**config.mk**
```make
export PLATFORM = sky130hd
export DESIGN_NAME = care_scheduler
export DESIGN_NICKNAME = d
export VERILOG_FILES = /design/src/rtl/care_pkg.sv /design/src/rtl/care_scheduler_rr_arbiter.sv /design/src/rtl/care_scheduler.sv
export SDC_FILE = /design/constraint.sdc
export NUM_CORES = 1
export LEC_CHECK = 0
export ABC_CLOCK_PERIOD_IN_PS = 5020
export BUFFER_PORTS_ARGS = -buffer_cell sky130_fd_sc_hd__buf_4
export CAP_MARGIN = 10
export CORE_ASPECT_RATIO = 0.8
export CORE_MARGIN = 2
export CORE_UTILIZATION = 47
export DETAILED_ROUTE_END_ITERATION = 10
export PLACE_DENSITY_LB_ADDON = 0.12
export SYNTH_ARGS = -nofsm -noshare
export SYNTH_HDL_FRONTEND = slang
export SYNTH_SLANG_ARGS = --single-unit
```
**constraint.sdc**
```tcl
create_clock -name clk -period 5.02 [get_ports clk]
set_input_delay 1.004 -clock clk [delete_from_list [all_inputs] [get_ports clk]]
set_output_delay 1.004 -clock clk [all_outputs]
set_load 0.1 [all_outputs]
```
**src/rtl/care_pkg.sv**
```systemverilog
// Shared types and constants for the care scheduler: FSM encoding, action indices
// and the round-robin pointer helper.
package care_pkg;

  localparam int unsigned NUM_ACTIONS     = 6;
  localparam int unsigned ACT_FEED        = 0;
  localparam int unsigned ACT_PLAY        = 1;
  localparam int unsigned ACT_HEAL        = 2;
  localparam int unsigned ACT_CLEAN       = 3;
  localparam int unsigned ACT_REST        = 4;
  localparam int unsigned ACT_SOCIAL      = 5;
  localparam int unsigned REST_MIN_ENERGY = 5;

  typedef enum logic [1:0] {
    StIdle  = 2'd0,
    StGrant = 2'd1,
    StCool  = 2'd2
  } state_e;

  // Pointer value that follows a grant to the one-hot winner, wrapping 5 -> 0.
  function automatic logic [2:0] ptr_after(input logic [NUM_ACTIONS-1:0] win);
    logic [2:0] p;
    p = 3'd0;
    for (int i = 0; i < NUM_ACTIONS; i++) begin
      if (win[i]) p = (i == NUM_ACTIONS - 1) ? 3'd0 : 3'(i + 1);
    end
    return p;
  endfunction

endpackage

```
**src/rtl/care_scheduler_rr_arbiter.sv**
```systemverilog
// Combinational round-robin arbiter: picks the first set mask bit searching
// upward from the pointer, wrapping past the top action.
module rr_arbiter
  import care_pkg::*;
(
  input  logic [NUM_ACTIONS-1:0] i_mask,
  input  logic [2:0]             i_ptr,
  output logic [NUM_ACTIONS-1:0] o_winner,
  output logic                   o_valid
);

  always_comb begin
    logic [3:0] v_idx;
    logic       v_found;
    v_idx    = 4'd0;
    v_found  = 1'b0;
    o_winner = '0;
    for (int i = 0; i < NUM_ACTIONS; i++) begin
      v_idx = 4'(i_ptr) + 4'(i);
      if (v_idx >= 4'(NUM_ACTIONS)) v_idx = v_idx - 4'(NUM_ACTIONS);
      if (!v_found && i_mask[v_idx[2:0]]) begin
        o_winner[v_idx[2:0]] = 1'b1;
        v_found              = 1'b1;
      end
    end
    o_valid = v_found;
  end

endmodule

```
**src/rtl/care_scheduler.sv**
```systemverilog
// Care action scheduler: edge-captured requests, round-robin grant with cooldown,
// and a free-running decay tick. Define REST_GUARD_EN to hold rest until energy >= 5.
module care_scheduler
  import care_pkg::*;
#(
  parameter int unsigned TICK_PERIOD = 10000,
  parameter int unsigned COOLDOWN    = 255
) (
  input  logic                   clk,
  input  logic                   reset,
  input  logic [NUM_ACTIONS-1:0] req,
  input  logic [7:0]             random,
  input  logic [3:0]             energy,
  output logic [NUM_ACTIONS-1:0] grant,
  output logic                   tick,
  output logic [1:0]             decay_sel,
  output logic                   busy
);

  localparam logic [7:0]  CoolLast = (COOLDOWN == 0) ? 8'd0 : 8'(COOLDOWN - 1);
  localparam logic [15:0] TickLast = 16'(TICK_PERIOD - 1);

  state_e                 r_state, w_state_d;
  logic [NUM_ACTIONS-1:0] r_req, r_pending, r_grant;
  logic [NUM_ACTIONS-1:0] w_rise, w_elig, w_win, w_grant_d, w_pending_d;
  logic                   w_win_valid, w_take;
  logic [2:0]             r_ptr, w_ptr_d;
  logic [7:0]             r_cool, w_cool_d;
  logic [15:0]            r_tick_cnt;
  logic                   r_tick;
  logic [1:0]             r_decay_sel;
  logic                   w_unused_bits;

  assign w_rise        = req & ~r_req;
  assign w_unused_bits = ^{random[7:2], energy};

`ifdef REST_GUARD_EN
  // Rest stays pending but is hidden from the arbiter while energy is low.
  always_comb begin
    w_elig = r_pending;
    if (energy < 4'(REST_MIN_ENERGY)) w_elig[ACT_REST] = 1'b0;
  end
`else
  assign w_elig = r_pending;
`endif

  rr_arbiter u_arb (
    .i_mask   (w_elig),
    .i_ptr    (r_ptr),
    .o_winner (w_win),
    .o_valid  (w_win_valid)
  );

  always_ff @(posedge clk) begin
    if (reset) r_state <= StIdle;
    else       r_state <= w_state_d;
  end

  always_comb begin
    w_state_d = r_state;
    unique case (r_state)
      StIdle:  if (w_win_valid) w_state_d = StGrant;
      StGrant: w_state_d = (COOLDOWN == 0) ? StIdle : StCool;
      StCool:  if (r_cool == 8'd0) w_state_d = StIdle;
      default: w_state_d = StIdle;
    endcase
  end

  always_comb begin
    w_take    = (r_state == StIdle) && w_win_valid;
    w_grant_d = w_take ? w_win : '0;
    // A fresh edge on the bit being granted re-arms it.
    w_pending_d = (r_pending & ~w_grant_d) | w_rise;
    w_ptr_d     = w_take ? ptr_after(w_win) : r_ptr;
    w_cool_d    = r_cool;
    if (r_state == StGrant)                       w_cool_d = CoolLast;
    else if (r_state == StCool && r_cool != 8'd0) w_cool_d = r_cool - 8'd1;
  end

  always_ff @(posedge clk) begin
    if (reset) begin
      r_req       <= '0;
      r_pending   <= '0;
      r_grant     <= '0;
      r_ptr       <= 3'd0;
      r_cool      <= 8'd0;
      r_tick_cnt  <= 16'd0;
      r_tick      <= 1'b0;
      r_decay_sel <= 2'd0;
    end else begin
      r_req     <= req;
      r_pending <= w_pending_d;
      r_grant   <= w_grant_d;
      r_ptr     <= w_ptr_d;
      r_cool    <= w_cool_d;
      if (r_tick_cnt == TickLast) begin
        r_tick_cnt  <= 16'd0;
        r_tick      <= 1'b1;
        r_decay_sel <= random[1:0];
      end else begin
        r_tick_cnt <= r_tick_cnt + 16'd1;
        r_tick     <= 1'b0;
      end
    end
  end

  assign grant     = r_grant;
  assign tick      = r_tick;
  assign decay_sel = r_decay_sel;
  assign busy      = (r_state != StIdle);

endmodule

```
== Yosys cells after proc, flatten, opt, wreduce, memory -nomap -nowiden ==
Cells that the tools add are included.

* Register bits after elaboration: 50
* Bits in latches: 0
* Bits in writable memories: 0
* Memory bits (read-only): 0
* Bits of input ports: 20
* Output and inout port bits: 10
* Word-level logic and storage cells: 137
* Memories kept: 0

* Add/subtract/negate cells: 13
* $mul: 0
* Divide/modulo/power cells: 0
* Order comparisons: 18
* Equality and inequality tests: 5
* Shift-type cells: 0
* Mux-type cells: 55
* Bitwise logic cells: 10
* Reduce and logical (&&, ||, !) cells: 26

{| class="wikitable"
|+ Operator list
! cell !! count
|-
| 6-bit 2-to-1 mux || 7
|-
| 6-bit OR || 6
|-
| 3-bit 2-to-1 mux || 11
|-
| 3-bit by 4-bit less-than comparator with 1-bit output, second input constant || 6
|-
| 4-bit by 3-bit >= comparator with 1-bit output, second input constant || 5
|-
| 1-bit 2-to-1 mux || 20
|-
| 1-bit binary-select mux with 3-bit select || 6
|-
| 1-bit demux with 3-bit select || 6
|-
| 3-bit by 1-bit >= comparator with 1-bit output, second input constant || 6
|-
| 3-bit subtractor, second input constant || 6
|-
| 16-bit by 1-bit adder with 16-bit output, second input constant || 1
|-
| 16-bit by 14-bit equality test with 1-bit output, second input constant || 1
|-
| 8-bit 2-to-1 mux || 2
|-
| 1-bit logical AND || 13
|-
| 6-bit AND || 2
|-
| 6-bit NOT || 2
|-
| 3-bit by 2-bit adder with 4-bit output, second input constant || 2
|-
| 3-bit by 3-bit adder with 4-bit output, second input constant || 2
|-
| 8-bit zero test || 1
|-
| 8-bit nonzero test || 1
|-
| 8-bit by 1-bit subtractor with 8-bit output, second input constant || 1
|-
| 2-bit case mux with 3 select lines || 1
|-
| 1-bit zero test || 5
|-
| 3-bit by 1-bit adder with 4-bit output, second input constant || 1
|-
| 9 further kinds || 13
|}

== Longest topological paths before layout ==
Gate-level depths: netlist (run 1).

* Depth after elaboration: 26
* Mapped depth: 15
* Mapped depth without buffers: 11

== By module ==
From an unflattened synthesis (run 1), not the netlist that was laid out.

* Cell total of the unflattened synthesis: 382
* Area, all modules: 3,168.0 um^2

{| class="wikitable"
|+ By module, submodules not included
! module !! times used !! cells each !! area each (um^2) !! sequential area each (um^2)
|-
| care_scheduler || 1 || 236 || 2,090.8 || 1,001.0
|-
| rr_arbiter || 1 || 146 || 1,077.3 || 0.0
|}

== Worst setup path after synthesis (run 1) ==
Ideal clock, no wire load.

* Path kind: register to register
* Start point: reg r_ptr[0]
* End point: reg r_ptr[1]
* Setup time: 0.096 ns
* Arrival time: 3.397 ns
* Required time: 4.924 ns
* Setup slack: 1.527 ns
* Cell stages (with the launch flop): 16
* Path buffers: 4
* Period minus slack after synthesis: 3.493 ns
* Path through: dfxtp_1 > buf_6 > buf_2 > clkinv_1 > ha_1 > clkbuf_1 > clkbuf_1 > a21oi_1 > mux2_2 > a2111oi_0 > a31oi_1 > nor2_1 > a31oi_1 > mux2i_4 > nor2_1 > o41ai_2

* Longest elaborated chain between the ends: 25
* Elaborated cells between the ends (all ways): 98
* Those cells by class: 11 x add/sub; 18 x order compare; 47 x mux; 5 x bitwise; 17 x reduce/logical

{| class="wikitable"
|+ RTL lines
! item !! RTL line !! text
|-
| from (decl) || care_scheduler.sv:27 || <nowiki>logic [2:0] r_ptr, w_ptr_d;</nowiki>
|-
| from (signal assigned) || care_scheduler.sv:94 || <nowiki>r_ptr <= w_ptr_d;</nowiki>
|-
| parallel branches: the longest is 25 deep, another holds 3-bit by 1-bit adder with 4-bit output || n/a ||
|}

Parallel ways; which one is timed is not known. The select of a mux whose other input is x is not followed.
A chain may end at the register's enable or synchronous reset.

== Worst setup path in the final report (run 1) ==
* Start point: reg r_ptr[0]
* End point: reg r_pending[5]

* Longest elaborated chain between the ends: 25
* Elaborated cells between the ends (all ways): 97
* Those cells by class: 11 x add/sub; 18 x order compare; 43 x mux; 8 x bitwise; 17 x reduce/logical

{| class="wikitable"
|+ RTL lines
! item !! RTL line !! text
|-
| parallel branches: the longest is 21 deep, another holds 3-bit by 1-bit adder with 4-bit output || n/a ||
|-
| 6-bit 2-to-1 mux * || care_scheduler.sv:71 || <nowiki>w_grant_d = w_take ? w_win : '0;</nowiki>
|-
| 6-bit NOT * || care_scheduler.sv:73 || <nowiki>w_pending_d = (r_pending & ~w_grant_d) | w_rise;</nowiki>
|-
| 6-bit AND * || care_scheduler.sv:73 ||
|-
| 6-bit OR * || care_scheduler.sv:73 ||
|-
| to (signal assigned) || care_scheduler.sv:92 || <nowiki>r_pending <= w_pending_d;</nowiki>
|-
| to (decl) || care_scheduler.sv:24 || <nowiki>logic [NUM_ACTIONS-1:0] r_req, r_pending, r_grant;</nowiki>
|}

Mark *: on every way between the ends. The select of a mux whose other input is x is not followed.

==> flow_summary.yaml, run 1 <==
status:
  status: "finished, final reports clean"
clock_network:
  clkTransAtPathRegs_ns: 0.09
  clockRootBuffer: "clkbuf_8"
  htreeDepth: 2
  cts_resized: 0
  hold_buffers: 0
  cts.sink_count: 50
  cts_setup_buffers: 0
  numCtsBuffers: 5
  cts_tree: "yes"
  clk_latency_ns: 0.30
  clockBufferDepth: 2
timing:
  tightest_slew_ns: 0.7543
  max_freq_mhz: 262.9
  rsz0062_at_grt: "false"
  finClkSkew_ns: 0.01045
  setup_violations: 0
  finalHoldViolCount: 0
  min_period_over_period: 0.7576
  setup_tns_ns: 0
  maxSlewViolCount: 0
  period_needed_ns: 3.803
  slew-limit-headroom: 0.4918
  whs_ns: 0.4368
yosys:
  netlist_instances: 330
  synthDistinctLibCells: 65
  synth_edf_count: 0
  synthArstFlopShare: 0
  synth_ff_type: "dfxtp_1"
  seq_area_frac_synth: 0.3469
  synth_area_per_cell_um2: 8.743
  syn-num-nets: 361
  yosys_warnings: 0
  syn_area_um2: 2885
  synth.ff_latch_count: 50
placement:
  gp_congestion: 0.8451
  portBuffers: 19
  dp_hpwl_um: 4241
die:
  start_util: 0.4880
  rows: 25
  die_w_um: 91.60
  core_area_um2: 5912
  fp.dieH_um: 74.08
  dieArea_um2: 6786
  boundaryPins: 30
grt:
  grt_util_all_layers: 0.1801
  antenna_found_initial: 0
  grt-ovfl-total: 0
  grt_max_degree: 30
  gr-usage-met3: 0.03749
  grt_pass1_wl_um: 9735
  grt_most_used_layer: "met1"
  met2_usage: 0.2549
  grt_pass1_vias: 1991
  use_met1: 0.2729
detailed_routing:
  drt_pass1_iterations: 4
  vias_per_cell: 5.397
  post_drt_wl_per_cell_um: 13.63
  via_count: 2310
  drt_iter0_drc: 94
  drt-total-wl_um: 5833
  drc: 0
  ant_nets: 0
finish:
  diodes: 0
  final_util: 0.5380
  fin_nets: 377
  final_cell_mix: "50 x dfxtp_1, 42 x nor2_1, 22 x a21oi_1, 20 x buf_4, 17 x nand2_1"
  register_area_um2: 1001
  final_common_cell: "dfxtp_1"
  drive_above_1_share: 0.1412
  area_growth_pct: 10.23
  nFillCells: 551
  multi_input_area_um2: 1765
setup_path:
  cp.required_ns: 5.20
  endpoint_kind: "register"
  criticalPathCategory: "register to register"
  critPathLaunchType: "register"
  worstPathArrival_ns: 3.98
  worst-path-max-fanout: 25
pwr:
  ir_drop_uv: 312.2
  leakagePower_nw: 1.270
  comb_power_share: 0.533
  p_int_mw: 0.9294
  clock_power_share: 0.162
  switching_share: 0.4544
  power_density_nw_per_um2: 535.5
  net-switching-power_mw: 0.7739
  seq_power_share: 0.305
flow_run:
  cap_violations: 0
hold_path:
  hp-class: "register to register"
sequential cells by signal, indices dropped and copies added, names as in the netlist:
name and count:
r_req 6, r_ptr 3, r_cool 8, tick 1, r_tick_cnt 16, grant 6, decay_sel 2, r_state 2
r_pending 6
per-stage QoR:
stage	setup slack, ns	area [µm²]	total power [mW]	cells
after floorplan	1.527	2885	1.264	330
after global placement	1.247	3074	1.418	420
after detailed placement	1.270	3074	1.426	420
after CTS	1.256	3181	1.707	428
after global routing	0.9492	3181	1.822	428
final	1.217	3181	1.703	428
critical path, stage by stage (launching register included):
cell	delay [ns]
dfxtp_1	0.31
buf_4	0.30
clkinv_1	0.33
ha_1	0.60
a21bo_2	0.30
nor3_1	0.04
or3_1	0.52
or4_4	0.58
o21ai_2	0.17
o21ai_1	0.15
o21bai_1	0.29
o2bb2ai_1	0.11
cell families (layout without fill, tap and decap cells):
family / count (synthesis) / in the layout / share of synthesized area
adders and majority gates: 11 / 11 / 0.04770
buffers and inverters: 26 / 43 / 0.04120
and+or+nand+nor: 135 / 135 / 0.2654
DFF: 50 / 50 / 0.3469
AOI/OAI and AO/OA: 68 / 68 / 0.1635
muxes: 15 / 15 / 0.05941
xor gates and xnor gates: 25 / 25 / 0.07589
layer usage:
metal,part of all wire,routed length (µm)
met1,0.55,3200
met3,0.037,214
met4,0.012,69
met2,0.40,2349
met5,0,0
path summary, 6_finish.rpt:
path	start	to	slack (ns)	cells past startpoint
worst max-delay path	r_ptr[0]	r_pending[5]	1.22	11
worst max register to register	r_ptr[0]	r_pending[5]	1.22	11
worst min-delay path	r_tick_cnt[0]	r_tick_cnt[0]	0.44	1
worst min register to register	r_tick_cnt[0]	r_tick_cnt[0]	0.44	1
cells in the mapped netlist, types with 6 or more instances:
| master | number | area share |
|---|---|---|
| nor2_1 | 42 | 0.055 |
| mux2i_1 | 10 | 0.035 |
| o21ai_0 | 8 | 0.014 |
| nand2_1 | 17 | 0.022 |
| xnor2_1 | 13 | 0.039 |
| nand3_1 | 6 | 0.010 |
| ha_1 | 11 | 0.048 |
| xor2_1 | 12 | 0.036 |
| nand2b_1 | 9 | 0.020 |
| and3_1 | 11 | 0.024 |
| dfxtp_1 | 50 | 0.35 |
| a21oi_1 | 22 | 0.038 |
| inv_1 | 14 | 0.018 |
| nor2b_1 | 7 | 0.015 |
| and2_1 | 6 | 0.013 |
layout make-up:
class                      instances  share of cell area
multi-input combinational        254              0.5551
sequential                        50              0.3147
timing repair buffer              20             0.04721
tap                               81             0.03186
clock buffer                       7             0.02400
inverter                          15             0.01770
clock inverter                     1            0.009441
power groups by stage:
stage | clock network [mW] | registers (mW) | logic [mW]
floorplan | 0 | 0.640 | 0.624
global placement | 0 | 0.526 | 0.892
detailed placement | 0 | 0.528 | 0.898
CTS | 0.285 | 0.519 | 0.902
global route | 0.304 | 0.529 | 0.989
finish | 0.277 | 0.519 | 0.908
Power figures use the tool's default switching activity.
==> run 2: changes to the inputs <==
Settings changed: ABC_CLOCK_PERIOD_IN_PS 5020 to 3990.
Clock period 5.02 ns to 3.99 ns, I/O delays scaled along.
==> run 2 against run 1 <==
Register-to-register slack got worse by 0.68 ns. Sequential power is 25% higher. Final cell count increased by 0.23%. Cell area down 0.47%. Non-clock buffer count grew 2. Wire length grew 0.12%. Largest cell class unchanged. Via count is 0.69% higher. Global-route usage hardly changed. Sequential cell count did not move. Clock power decreased by 1%. Die area did not move. Critical path depth stayed put.
==> flow_summary.yaml, run 2 (same netlist as run 1, synthesis figures left out) <==
placement:
  dp_hpwl_um: 4275
  place_area_um2: 3089
  gp_congestion: 0.8315
  portBuffers: 19
hold_path:
  hold_start: "r_tick_cnt[0]"
  hp-class: "register to register"
  hold_end: "r_tick_cnt[0]"
  hold_depth: 1
die:
  start_util: 0.4880
  boundaryPins: 30
  dieArea_um2: 6786
  core_area_um2: 5912
  rows: 25
  die_w_um: 91.60
  fp.dieH_um: 74.08
pwr:
  switching_share: 0.4660
  ir_drop_uv: 392.6
  net-switching-power_mw: 0.9682
  leakagePower_nw: 1.267
  p_int_mw: 1.110
  comb_power_share: 0.556
  clock_power_share: 0.131
  power_density_nw_per_um2: 656.4
  seq_power_share: 0.312
clock_network:
  clkTransAtPathRegs_ns: 0.08
  cts_setup_buffers: 0
  cts.sink_count: 50
  clk_latency_ns: 0.29
  cts_resized: 0
  numCtsBuffers: 5
  clockRootBuffer: "clkbuf_8"
  htreeDepth: 2
  clockBufferDepth: 2
  hold_buffers: 0
  cts_tree: "yes"
finish:
  area_growth_pct: 9.714
  diodes: 0
  regMostFlops: "r_tick_cnt"
  largest_reg_flops: 16
  final_cell_mix: "50 x dfxtp_1, 42 x nor2_1, 22 x a21oi_1, 22 x buf_4, 17 x nand2_1"
  drive_above_1_share: 0.1437
  finalInstanceArea_um2: 3166
  reg_top3: "r_tick_cnt (16), r_cool (8)"
  final_common_cell: "dfxtp_1"
  fin_nets: 379
detailed_routing:
  drt_pass1_iterations: 5
  drt-total-wl_um: 5840
  drc: 0
  drt_iter0_drc: 130
  ant_nets: 0
  via_count: 2326
  vias_per_cell: 5.422
  post_drt_wl_per_cell_um: 13.61
timing:
  rsz0062_at_grt: "false"
  setup_violations: 0
  maxSlewViolCount: 0
  finalHoldViolCount: 0
  period_needed_ns: 3.450
  tightest_slew_ns: 0.6821
  max_freq_mhz: 289.9
  slew-limit-headroom: 0.5404
  setup_tns_ns: 0
  min_period_over_period: 0.8646
  finClkSkew_ns: 0.006208
grt:
  grt-ovfl-total: 0
  grt_util_all_layers: 0.1803
  antenna_found_initial: 0
  grt_pass1_vias: 2058
  grt_pass1_wl_um: 9798
  grt_max_degree: 30
setup_path:
  reg2reg_depth: 11
  critPathLaunchType: "register"
  reg2reg_from: "r_ptr[1]"
  endpoint_kind: "register"
  reg2reg_to: "r_pending[5]"
  cp.required_ns: 4.17
  worst-path-max-fanout: 12
  worstPathArrival_ns: 3.63
  ff2ff_setup_slack_ns: 0.54
  criticalPathCategory: "register to register"
status:
  status: "finished, final reports clean"
flow_run:
  cap_violations: 0
-- run 2: power groups by stage --
stage	Clock [mW]	Sequential, mW	Combinational [mW]
2_1_floorplan	0	0.805	0.785
3_3_place_gp	0	0.658	1.14
3_5_place_dp	0	0.660	1.14
4_1_cts	0.282	0.649	1.15
5_1_grt	0.302	0.664	1.26
6_report	0.273	0.649	1.16
-- run 2: final cells by class --
type	count	area, µm²
Tap cell	81	101.3
Inverter	15	56.30
Clock buffer	7	76.32
Timing Repair Buffer	22	165.2
Multi-Input combinational cell	254	1765
Sequential cell	50	1001
Fill cell	567	2746
-- run 2: routing by layer --
layer	part of all wire	vias up	global-route usage	wire [µm]
met5	0	-	0	0
met4	0.0080	0	0.04040	47
met3	0.065	5	0.03445	378
met2	0.40	51	0.2663	2310
met1	0.53	1077	0.2723	3103
li1	-	1193	-	-
-- run 2: metrics by stage --
stage | setup slack [ns] | cells | total power, mW | hold WS (ns) | util
after global routing | 0.2954 | 429 | 2.224 | 0.5006 | 0.5355
after CTS | 0.5440 | 429 | 2.078 | 0.4524 | 0.5355
after detailed placement | 0.5853 | 422 | 1.802 | 0.4403 | 0.5225
after floorplan | 0.4970 | 330 | 1.591 | 0.4130 | -
final | 0.5403 | 429 | 2.078 | 0.4443 | 0.5355
after global placement | 0.6182 | 422 | 1.797 | 0.4290 | 0.5225
-- run 2: worst max path at each step --
stage	startpoint	to	slack, ns
floorplan	r_ptr[0]	r_ptr[1]	0.50
finish	r_ptr[1]	r_pending[5]	0.54
global placement	r_ptr[1]	r_pending[5]	0.62
global route	r_ptr[1]	r_pending[5]	0.30
CTS	r_ptr[1]	r_pending[5]	0.54
detailed placement	r_ptr[1]	r_pending[5]	0.59
-- run 2: critical path, cell delays in order (launching register included) --
cell       delay, ns
dfxtp_1         0.50
inv_1           0.21
ha_1            0.46
a21bo_2         0.26
nor3_1          0.04
or3_1           0.54
nor2_1          0.14
or3b_2          0.46
o211ai_1        0.11
o21ai_1         0.17
o21bai_1        0.32
o2bb2ai_1       0.12
==> run 3: changes to the inputs <==
Settings changed: MAX_ROUTING_LAYER set to met4.
==> run 3 against run 2 <==
Die area stayed put. Final cell count stayed put. Combinational power hardly changed. Non-clock buffer count stayed put. Via count hardly changed. Setup slack worse by 0.0086 ns. Cell area stayed put. Utilization stayed put. Clock-buffer cell count stayed put. Global-route usage is 0.59 points higher. Sequential share of layout area stayed put. Largest cell class unchanged. Highest routed layer unchanged.
==> flow_summary.yaml, run 3 (same netlist as run 1, synthesis figures left out) <==
grt:
  antenna_found_initial: 0
  grt-ovfl-total: 0
  grt_pass1_vias: 2055
  grt_max_degree: 30
  grt_pass1_wl_um: 9811
  grt_util_all_layers: 0.1862
detailed_routing:
  post_drt_wl_per_cell_um: 13.57
  vias_per_cell: 5.424
  drt-total-wl_um: 5822
  ant_nets: 0
  wl_met3_um: 342
  wl_met2_um: 2311
  drc: 0
  drt_pass1_iterations: 4
  wirelength_met1_um: 3122
  via_count: 2327
  drt_iter0_drc: 137
  top_layer: "met4"
pwr:
  clock_power_share: 0.131
  ir_drop_uv: 392.6
  leakagePower_nw: 1.267
  p_int_mw: 1.110
  net-switching-power_mw: 0.9669
  power_density_nw_per_um2: 656.0
  comb_power_share: 0.556
  switching_share: 0.4656
  seq_power_share: 0.312
clock_network:
  numCtsBuffers: 5
  cts_resized: 0
  clockRootBuffer: "clkbuf_8"
  cts_setup_buffers: 0
  clkTransAtPathRegs_ns: 0.08
  htreeDepth: 2
  hold_buffers: 0
  cts.sink_count: 50
  cts_tree: "yes"
  clk_latency_ns: 0.29
  clockBufferDepth: 2
placement:
  dp_hpwl_um: 4275
  portBuffers: 19
  gp_congestion: 0.8442
setup_path:
  crit_end: "r_pending[5]"
  reg2reg_to: "r_pending[5]"
  worstPathArrival_ns: 3.64
  reg2reg_depth: 11
  cp-startpoint: "r_ptr[1]"
  ff2ff_setup_slack_ns: 0.53
  reg2reg_from: "r_ptr[1]"
  criticalPathCategory: "register to register"
  critPathLaunchType: "register"
  cp.required_ns: 4.17
  endpoint_kind: "register"
  worst-path-max-fanout: 12
finish:
  diodes: 0
  register_area_um2: 1001
  fin_nets: 379
  final_cell_mix: "50 x dfxtp_1, 42 x nor2_1, 22 x a21oi_1, 22 x buf_4, 17 x nand2_1"
  regMostFlops: "r_tick_cnt"
  area_growth_pct: 9.714
  nFillCells: 567
  reg_top3: "r_tick_cnt (16), r_cool (8)"
  largest_reg_flops: 16
  final_util: 0.5355
  drive_above_1_share: 0.1437
  multi_input_area_um2: 1765
  final_common_cell: "dfxtp_1"
die:
  core_area_um2: 5912
  boundaryPins: 30
  rows: 25
  fp.dieH_um: 74.08
  dieArea_um2: 6786
  start_util: 0.4880
  die_w_um: 91.60
timing:
  slew-limit-headroom: 0.5395
  rsz0062_at_grt: "false"
  max_freq_mhz: 289.2
  period_needed_ns: 3.458
  setup_tns_ns: 0
  maxSlewViolCount: 0
  min_period_over_period: 0.8667
  tightest_slew_ns: 0.6835
  setup_violations: 0
  finClkSkew_ns: 0.006171
  finalHoldViolCount: 0
hold_path:
  hp-class: "register to register"
  hold_start: "r_tick_cnt[0]"
flow_run:
  cap_violations: 0
status:
  status: "finished, final reports clean"
==> run 3: cell counts in the layout (fill, tap and decap cells not counted) <==
Identical to the previous run, type by type.
==> run 3: per-stage QoR <==
step	setup WS, ns	power [mW]	hold WS, ns	cells	cell area [µm²]
after global placement	0.6182	1.797	0.4290	422	3089
final	0.5317	2.077	0.4443	429	3166
after CTS	0.5440	2.078	0.4524	429	3166
after detailed placement	0.5853	1.802	0.4403	422	3089
after global routing	0.2954	2.224	0.5006	429	3166
after floorplan	0.4970	1.591	0.4130	330	2885
==> run 3: worst max-delay path, stage by stage, from the launching register on <==
cell	delay, ns
dfxtp_1	0.51
inv_1	0.21
ha_1	0.46
a21bo_2	0.26
nor3_1	0.04
or3_1	0.54
nor2_1	0.14
or3b_2	0.47
o211ai_1	0.11
o21ai_1	0.17
o21bai_1	0.32
o2bb2ai_1	0.12
==> run 3: per-layer routing <==
metal,vias up,track usage
li1,1190,-
met1,1082,0.2729
met2,50,0.2655
met3,5,0.03445
met4,0,0.04040
met5,-,-
==> run 3: layout make-up <==
cell class,count,share of cell area
inverter,15,0.01779
timing repair buffer,22,0.05217
sequential,50,0.3162
multi-input combinational,254,0.5577
tap,81,0.03202
clock buffer,7,0.02411
==> run 3: worst min path at each step <==
stage / to / slack, ns / depth (start not counted)
global route: r_tick_cnt[0] / 0.50 / 1
floorplan: r_tick_cnt[0] / 0.41 / 1
finish: r_tick_cnt[0] / 0.44 / 1
CTS: r_tick_cnt[0] / 0.45 / 1
detailed placement: r_tick_cnt[0] / 0.44 / 1
global placement: r_tick_cnt[0] / 0.43 / 1
==> run 3: power groups by stage <==
stage                     sequential [mW]  clock (mW)  combinational, mW
after floorplan                     0.805           0              0.785
after global placement              0.658           0               1.14
after detailed placement            0.660           0               1.14
after CTS                           0.649       0.282               1.15
after global routing                0.664       0.302               1.26
final                               0.649       0.273               1.15
